### src/rtl/alu_op_sequencer.sv
// alu_op_sequencer: command FIFO, credit-limited issue to a registered ALU, in-order result FIFO
module alu_op_sequencer #(
    parameter int         CMD_DEPTH = 4,
    parameter int         RES_DEPTH = 4,
    parameter int         ALU_LAT   = 1,
    parameter logic [3:0] IDLE_OP   = 4'hF
) (
    input  logic       clk,
    input  logic       rst_n,
    input  logic       cmd_valid,
    output logic       cmd_ready,
    input  logic [3:0] cmd_a,
    input  logic [3:0] cmd_b,
    input  logic [3:0] cmd_op,
    output logic       res_valid,
    input  logic       res_ready,
    output logic [7:0] res_data,
    output logic       res_carry,
    output logic       res_ovf,
    output logic       res_err,
    output logic [3:0] alu_a,
    output logic [3:0] alu_b,
    output logic [3:0] alu_op,
    input  logic [7:0] alu_result,
    input  logic       alu_carry,
    input  logic       alu_ovf,
    output logic       busy
);
    localparam int CW = $clog2(CMD_DEPTH);
    localparam int RW = $clog2(RES_DEPTH);
    localparam int PS = ALU_LAT + 1;
    localparam logic [RW+1:0] RES_LIM = (RW+2)'(RES_DEPTH);

    logic [11:0]   cmd_mem [CMD_DEPTH];
    logic [CW:0]   cmd_wp, cmd_rp;
    logic [10:0]   res_mem [RES_DEPTH];
    logic [RW:0]   res_wp, res_rp;
    logic [PS-1:0] tag_v, tag_e;
    logic [RW+1:0] inflight, res_count;
    logic [11:0]   head;
    logic          cmd_empty, cmd_full, cmd_push, issue, res_pop;

    assign cmd_empty = cmd_wp == cmd_rp;
    assign cmd_full  = (cmd_wp[CW] != cmd_rp[CW]) && (cmd_wp[CW-1:0] == cmd_rp[CW-1:0]);
    assign cmd_ready = !cmd_full;
    assign cmd_push  = cmd_valid && !cmd_full;
    assign head      = cmd_mem[cmd_rp[CW-1:0]];
    assign res_count = {1'b0, res_wp - res_rp};
    assign issue     = !cmd_empty && (inflight + res_count < RES_LIM);
    assign res_valid = res_wp != res_rp;
    assign res_pop   = res_valid && res_ready;
    assign {res_data, res_carry, res_ovf, res_err} = res_mem[res_rp[RW-1:0]];
    assign busy      = !cmd_empty || (inflight != '0) || res_valid;

    // Credits held by commands travelling through the ALU
    always_comb begin
        inflight = '0;
        for (int i = 0; i < PS; i++) inflight = inflight + {{(RW+1){1'b0}}, tag_v[i]};
    end

    // Command FIFO storage and pointers
    always_ff @(posedge clk or negedge rst_n) begin
        if (!rst_n) begin
            cmd_wp <= '0;
            cmd_rp <= '0;
            for (int i = 0; i < CMD_DEPTH; i++) cmd_mem[i] <= '0;
        end else begin
            if (cmd_push) begin
                cmd_mem[cmd_wp[CW-1:0]] <= {cmd_a, cmd_b, cmd_op};
                cmd_wp <= cmd_wp + 1'b1;
            end
            if (issue) cmd_rp <= cmd_rp + 1'b1;
        end
    end

    // ALU drive lines and tag pipe that shadows the ALU latency
    always_ff @(posedge clk or negedge rst_n) begin
        if (!rst_n) begin
            alu_a  <= '0;
            alu_b  <= '0;
            alu_op <= IDLE_OP;
            tag_v  <= '0;
            tag_e  <= '0;
        end else begin
            alu_a  <= issue ? head[11:8] : '0;
            alu_b  <= issue ? head[7:4] : '0;
            alu_op <= issue ? head[3:0] : IDLE_OP;
            tag_v  <= {tag_v[PS-2:0], issue};
            tag_e  <= {tag_e[PS-2:0], issue && (head[3:0] > 4'd8)};
        end
    end

    // Result FIFO: capture ALU outputs when a tagged command emerges
    always_ff @(posedge clk or negedge rst_n) begin
        if (!rst_n) begin
            res_wp <= '0;
            res_rp <= '0;
            for (int i = 0; i < RES_DEPTH; i++) res_mem[i] <= '0;
        end else begin
            if (tag_v[PS-1]) begin
                res_mem[res_wp[RW-1:0]] <= {alu_result, alu_carry, alu_ovf, tag_e[PS-1]};
                res_wp <= res_wp + 1'b1;
            end
            if (res_pop) res_rp <= res_rp + 1'b1;
        end
    end
endmodule

### config.mk
export PLATFORM = sky130hd
export DESIGN_NAME = alu_op_sequencer
export DESIGN_NICKNAME = d
export VERILOG_FILES = /design/src/rtl/alu_op_sequencer.sv
export SDC_FILE = /design/constraint.sdc
export NUM_CORES = 1
export LEC_CHECK = 0
export BUFFER_PORTS_ARGS = -buffer_cell sky130_fd_sc_hd__clkbuf_2
export CORE_ASPECT_RATIO = 0.7
export CORE_MARGIN = 10
export CORE_UTILIZATION = 30
export DETAILED_ROUTE_END_ITERATION = 10
export PLACE_DENSITY = 0.46
export SYNTH_ARGS = -nofsm -noshare
export SYNTH_HDL_FRONTEND = slang
export SYNTH_SLANG_ARGS = --single-unit
### constraint.sdc
create_clock -name clk -period 4 [get_ports clk]
set_input_delay 0 -clock clk [delete_from_list [all_inputs] [get_ports clk]]
set_output_delay 0 -clock clk [all_outputs]
set_load 0.02 [all_outputs]
### Yosys cells after proc, flatten, opt, wreduce, memory -nomap -nowiden

Cells that the tools add are included.

| storage, ports and cells | value |
|---|---|
| memory bits (read-only) | 0 |
| output and inout port bits | 26 |
| bits of input ports | 26 |
| bits in latches | 0 |
| flip-flop bits (word level) | 120 |
| word-level logic and storage cells | 67 |
| memory bits (writable) | 0 |
| memories | 0 |

| operators by class | value |
|---|---|
| reduce and logical (&&, ||, !) cells | 12 |
| add/subtract/negate cells | 7 |
| $mul | 0 |
| mux-type cells | 15 |
| magnitude comparators | 8 |
| shift-type cells | 0 |
| bitwise gates (word level) | 4 |
| equal/unequal tests | 4 |
| div/mod/pow operators | 0 |

Operator list:

| kind | count |
|---|---|
| bitwise mux 48 bit | 1 |
| bitwise mux 44 bit | 1 |
| 2-to-1 mux 12 bit | 3 |
| 2-to-1 mux 11 bit | 3 |
| binary-select mux 12 bit (select 2 bit) | 1 |
| demux 12 bit (select 2 bit) | 1 |
| binary-select mux 11 bit (select 2 bit) | 1 |
| demux 11 bit (select 2 bit) | 1 |
| adder 3 x 1 -> 3 bit (second input constant) | 4 |
| >= comparator 3 bit (second input constant) | 4 |
| 2-to-1 mux 4 bit | 3 |
| NOT 2 -> 3 bit | 4 |
| logical AND 1 bit | 7 |
| < comparator 3 x 1 -> 1 bit (second input constant) | 2 |
| adder 4 x 3 -> 4 bit | 1 |
| greater-than comparator 4 bit (second input constant) | 1 |
| < comparator 4 x 3 -> 1 bit (second input constant) | 1 |
| nonzero test 4 bit | 1 |
| equality test 3 bit | 1 |
| inequality test 3 bit | 1 |
| subtractor 3 bit | 1 |
| adder 1 x 1 -> 2 bit | 1 |
| equality test 2 bit | 1 |
| zero test 1 bit | 2 |
| other kinds (2) | 3 |

### Depth between registers and ports, before layout

| depth | value |
|---|---|
| depth in word-level cells | 6 |
| depth in mapped cells | 9 |

### Worst setup path before layout

OpenSTA, ideal clock, no wires.

| timing | value |
|---|---|
| path type | flip-flop to flip-flop |
| start point | register res_wp[0] |
| end point | register cmd_rp[1] |
| arrival time | 2287 ps |
| path slack | 1588 ps |
| stages on the path, launching flop included | 9 |
| library setup time | 125 ps |
| cells stage by stage | dfrtp_1 -> inv_1 -> ha_1 -> fa_1 -> inv_1 -> ha_1 -> a311o_1 -> or2_4 -> mux2_4 |

| between the ends | value |
|---|---|
| longest elaborated chain between the ends | 4 |

RTL lines:

| item | RTL line | source |
|---|---|---|
| start: declaration | 37 | `logic [RW:0] res_wp, res_rp;` |
| start signal: assignment | 102 | `res_wp <= res_wp + 1'b1;` |
| subtractor 3 bit | 48 | `assign res_count = {1'b0, res_wp - res_rp};` |
| adder 4 x 3 -> 4 bit | 49 | `assign issue = !cmd_empty && (inflight + res_count < RES_LIM);` |
| < comparator 4 x 3 -> 1 bit | 49 |  |
| logical AND 1 bit | 49 |  |
| end signal: assignment | 72 | `if (issue) cmd_rp <= cmd_rp + 1'b1;` |
| end: declaration | 35 | `logic [CW:0] cmd_wp, cmd_rp;` |

No other way between the ends.
A chain may end at the register's enable or synchronous reset.

### Worst setup path after layout

| timing | value |
|---|---|
| start point | register res_rp[1] |
| end point | register cmd_rp[1] |

| between the ends | value |
|---|---|
| longest elaborated chain between the ends | 4 |

RTL lines:

| item | RTL line | source |
|---|---|---|
| start: declaration | 37 |  |
| start signal: assignment | 104 | `if (res_pop) res_rp <= res_rp + 1'b1;` |
| subtractor 3 bit | 48 |  |
| adder 4 x 3 -> 4 bit | 49 |  |
| < comparator 4 x 3 -> 1 bit | 49 |  |
| logical AND 1 bit | 49 |  |

No other way between the ends.

==> flow_summary.json <==
{
  "clkPwrFrac_pct": 25.6,
  "wl_per_cell_microns": 17.1,
  "htreeDepth": 4,
  "post-route-period-util_pct": 67.5,
  "max_stage_delay_ns": 0.78,
  "path_cells": "fa_1, inv_1, ha_1, a311o_1, or2_4, mux2_4",
  "clkLatencyLatePin_ns": 0.41,
  "nets": 455,
  "antenna_cells": 0,
  "cp.arrival_ns": 3.00,
  "grt_antenna_before_repair": 0,
  "area_growth_pct": 26.3,
  "grtUsageTotal_pct": 10.6,
  "synth.most_common_cell": "dfrtp_1",
  "design_area_sq_um": 6660,
  "drc_errors": 0,
  "synth_top_family_by_area": "multiplexers",
  "initial_utilization_pct": 30.6,
  "synth_common_cells": "dfrtp_1, mux2_2, mux4_2",
  "slew_viol_final": 0,
  "p_comb_share_pct": 39.7,
  "overflow": 0,
  "ant_nets": 0,
  "relSlewSlack_pct": 44.1,
  "cts_tree": "yes",
  "required_ns": 4.30,
  "synth-edff-count": 0,
  "die_area_sq_um": 23400,
  "io_pins": 52,
  "hold_viol_final": 0,
  "fp.dieH_microns": 131,
  "power.switching_uw": 2090,
  "clockRootBuffer": "clkbuf_16",
  "hpwl_microns": 7300,
  "ys_warn_count": 0,
  "grt_pass1_vias": 3304,
  "port_buffers": 51,
  "cts_buffers": 17,
  "yosys.area.top_type": "dfrtp_1",
  "slowest_stage": "dfrtp_1",
  "cts_resized": 0,
  "period_needed_ns": 2.70,
  "cts_sinks": 120,
  "postSynthCellCount": 330,
  "clock.fmax_ghz": 0.371,
  "yosys.area_share.simple_pct": 3.13,
  "synth-compound-area-share_pct": 0.925,
  "path_clk_slew_ns": 0.05,
  "finalSetupViolCount": 0,
  "p_seq_share_pct": 34.6,
  "grt_max_degree": 43,
  "synth_top_cell_area_share_pct": 55.1,
  "vias": 2896,
  "path_class": "flop to flop",
  "path_delay_family": "flip-flops",
  "coreArea_sq_um": 17200,
  "crit_fanout": 15,
  "syn_area_per_cell_sq_um": 16.0,
  "ys_types": 28,
  "syn_area_sq_um": 5270,
  "core.rowCount": 40,
  "wl_microns": 11200,
  "synth_area_leaders": "dfrtp_1, mux2_2, mux4_2",
  "drtIter0Drc": 112,
  "ys_seq_elements": 120,
  "p_int_uw": 4330,
  "status": "finished, final reports clean",
  "ys_seq_area_share_pct": 57.0,
  "drv_cap": 0,
  "hold_slack_ns": 0.104,
  "synthAdderAreaFrac_pct": 3.94,
  "max-vdd-ir-drop_v": 0.000283,
  "worst_slew_pin_slew_ns": 0.838,
  "rsz0062_at_grt": "no",
  "post_drt_via_cell_ratio": 4.41,
  "fp.dieW_microns": 178,
  "fin_setup_tns_ns": 0,
  "finClkSkew_ns": 0.00406,
  "place.gp.congestion": 0.683,
  "hp-class": "primary input to async pin",
  "cts_buffer_depth": 2,
  "synthXorXnorAreaFrac_pct": 2.59,
  "swShare_pct": 32.6,
  "ys.flop_type": "dfrtp_1",
  "r2r-start": "res_rp[1]$_DFFE_PN0P_",
  "endpoint_kind": "flop",
  "power.density_nw_per_um2": 965,
  "drive_gt1_share_pct": 49.1,
  "crit_buf_inv": 1,
  "synth_fp_nets": 372,
  "yosys-mux-area-fraction_pct": 30.0,
  "dpl_cell_area_sq_um": 5770,
  "cp-start-kind": "flop",
  "drt-pass1-iter-count": 4,
  "grt_pass1_wl_microns": 18700,
  "critPathLaunch": "res_rp[1]$_DFFE_PN0P_",
  "leakagePower_uw": 0.00296,
  "async_flop_share_pct": 100
}
## what timing repair did
item                                   CTS  global route
endpoints found under the hold margin  129             0
hold buffers                            25             0
setup buffers                            0             0
## cells in the final DEF, fill, tap and decap left out, drive strengths merged, types with 2 or more instances in the layout
master / instances
mux2: 94
clkinv: 4
inv: 12
nand2: 11
bufinv: 4
mux4: 23
xnor2: 9
dlygate4sd3: 25
ha: 15
dfstp: 4
nand3: 4
clkbuf: 74
o21ai: 2
xor2: 3
nor2b: 8
buf: 5
or3: 4
dfrtp: 116
## worst paths after layout
| kind | end | slack [ns] | cells after the start |
|---|---|---|---|
| worst min register to register | tag_e[1]$_DFF_PN0_ | 0.36 | 0 |
| min in group clk | tag_e[1]$_DFF_PN0_ | 0.36 | 0 |
| worst min-delay path | cmd_mem[20]$_DFFE_PN0P_ | 0.10 | 2 |
| worst max register to register | cmd_rp[1]$_DFFE_PN0P_ | 1.30 | 6 |
| worst max-delay path | cmd_rp[1]$_DFFE_PN0P_ | 1.30 | 6 |
| max in group asynchronous | res_mem[5]$_DFFE_PN0P_ | 2.95 | 3 |
## state kept, by name, summed over array words and instances (netlist names)
name / count
res_mem: 44
tag_e: 2
cmd_wp: 3
alu_op: 4
cmd_mem: 48
res_rp: 3
alu_b: 4
tag_v: 2
cmd_rp: 3
alu_a: 4
res_wp: 3
## per-layer routing
metal  track usage, %  up-vias  share of wire (%)
met5                0        -                  0
met4             3.49        0                1.0
li1                 -     1351                  -
met3             3.99        7                3.7
met1             14.0     1497                 50
met2             15.8       41                 45
## area by class of cell
class	count	area [sq um]
clock buffers	24	502
well taps	231	289
repair buffers	80	538
clock inverters	8	140
fillers	1634	10600
inverters	12	45.0
multi-input cells	182	2140
flip-flops and latches	120	3010
## per-stage QoR
step	total power [uW]	util [%]	instances	setup WS, ns
after CTS	6530	38.7	657	1.27
after detailed placement	4840	33.5	600	1.27
after global routing	6890	38.7	657	1.17
after global placement	4780	33.5	600	1.28
final	6430	38.7	657	1.30
after floorplan	4180	-	330	1.59
## power groups by stage
stage,logic [uW],clock network [uW],registers (uW)
after floorplan,2040,0,2130
final,2550,1650,2230
after CTS,2610,1690,2230
after detailed placement,2600,0,2240
after global placement,2550,0,2230
after global routing,2830,1750,2310
## logic make-up (layout without fill, tap and decap cells)
group           after synthesis  in the layout
compound gates                5              5
xor+xnor                     13             13
flops                       120            120
simple gates                 31             31
fa+ha+maj                    16             16
mux                         117            117
buf+inv                      28            124
No activity file was read; power rests on OpenSTA's default activity.
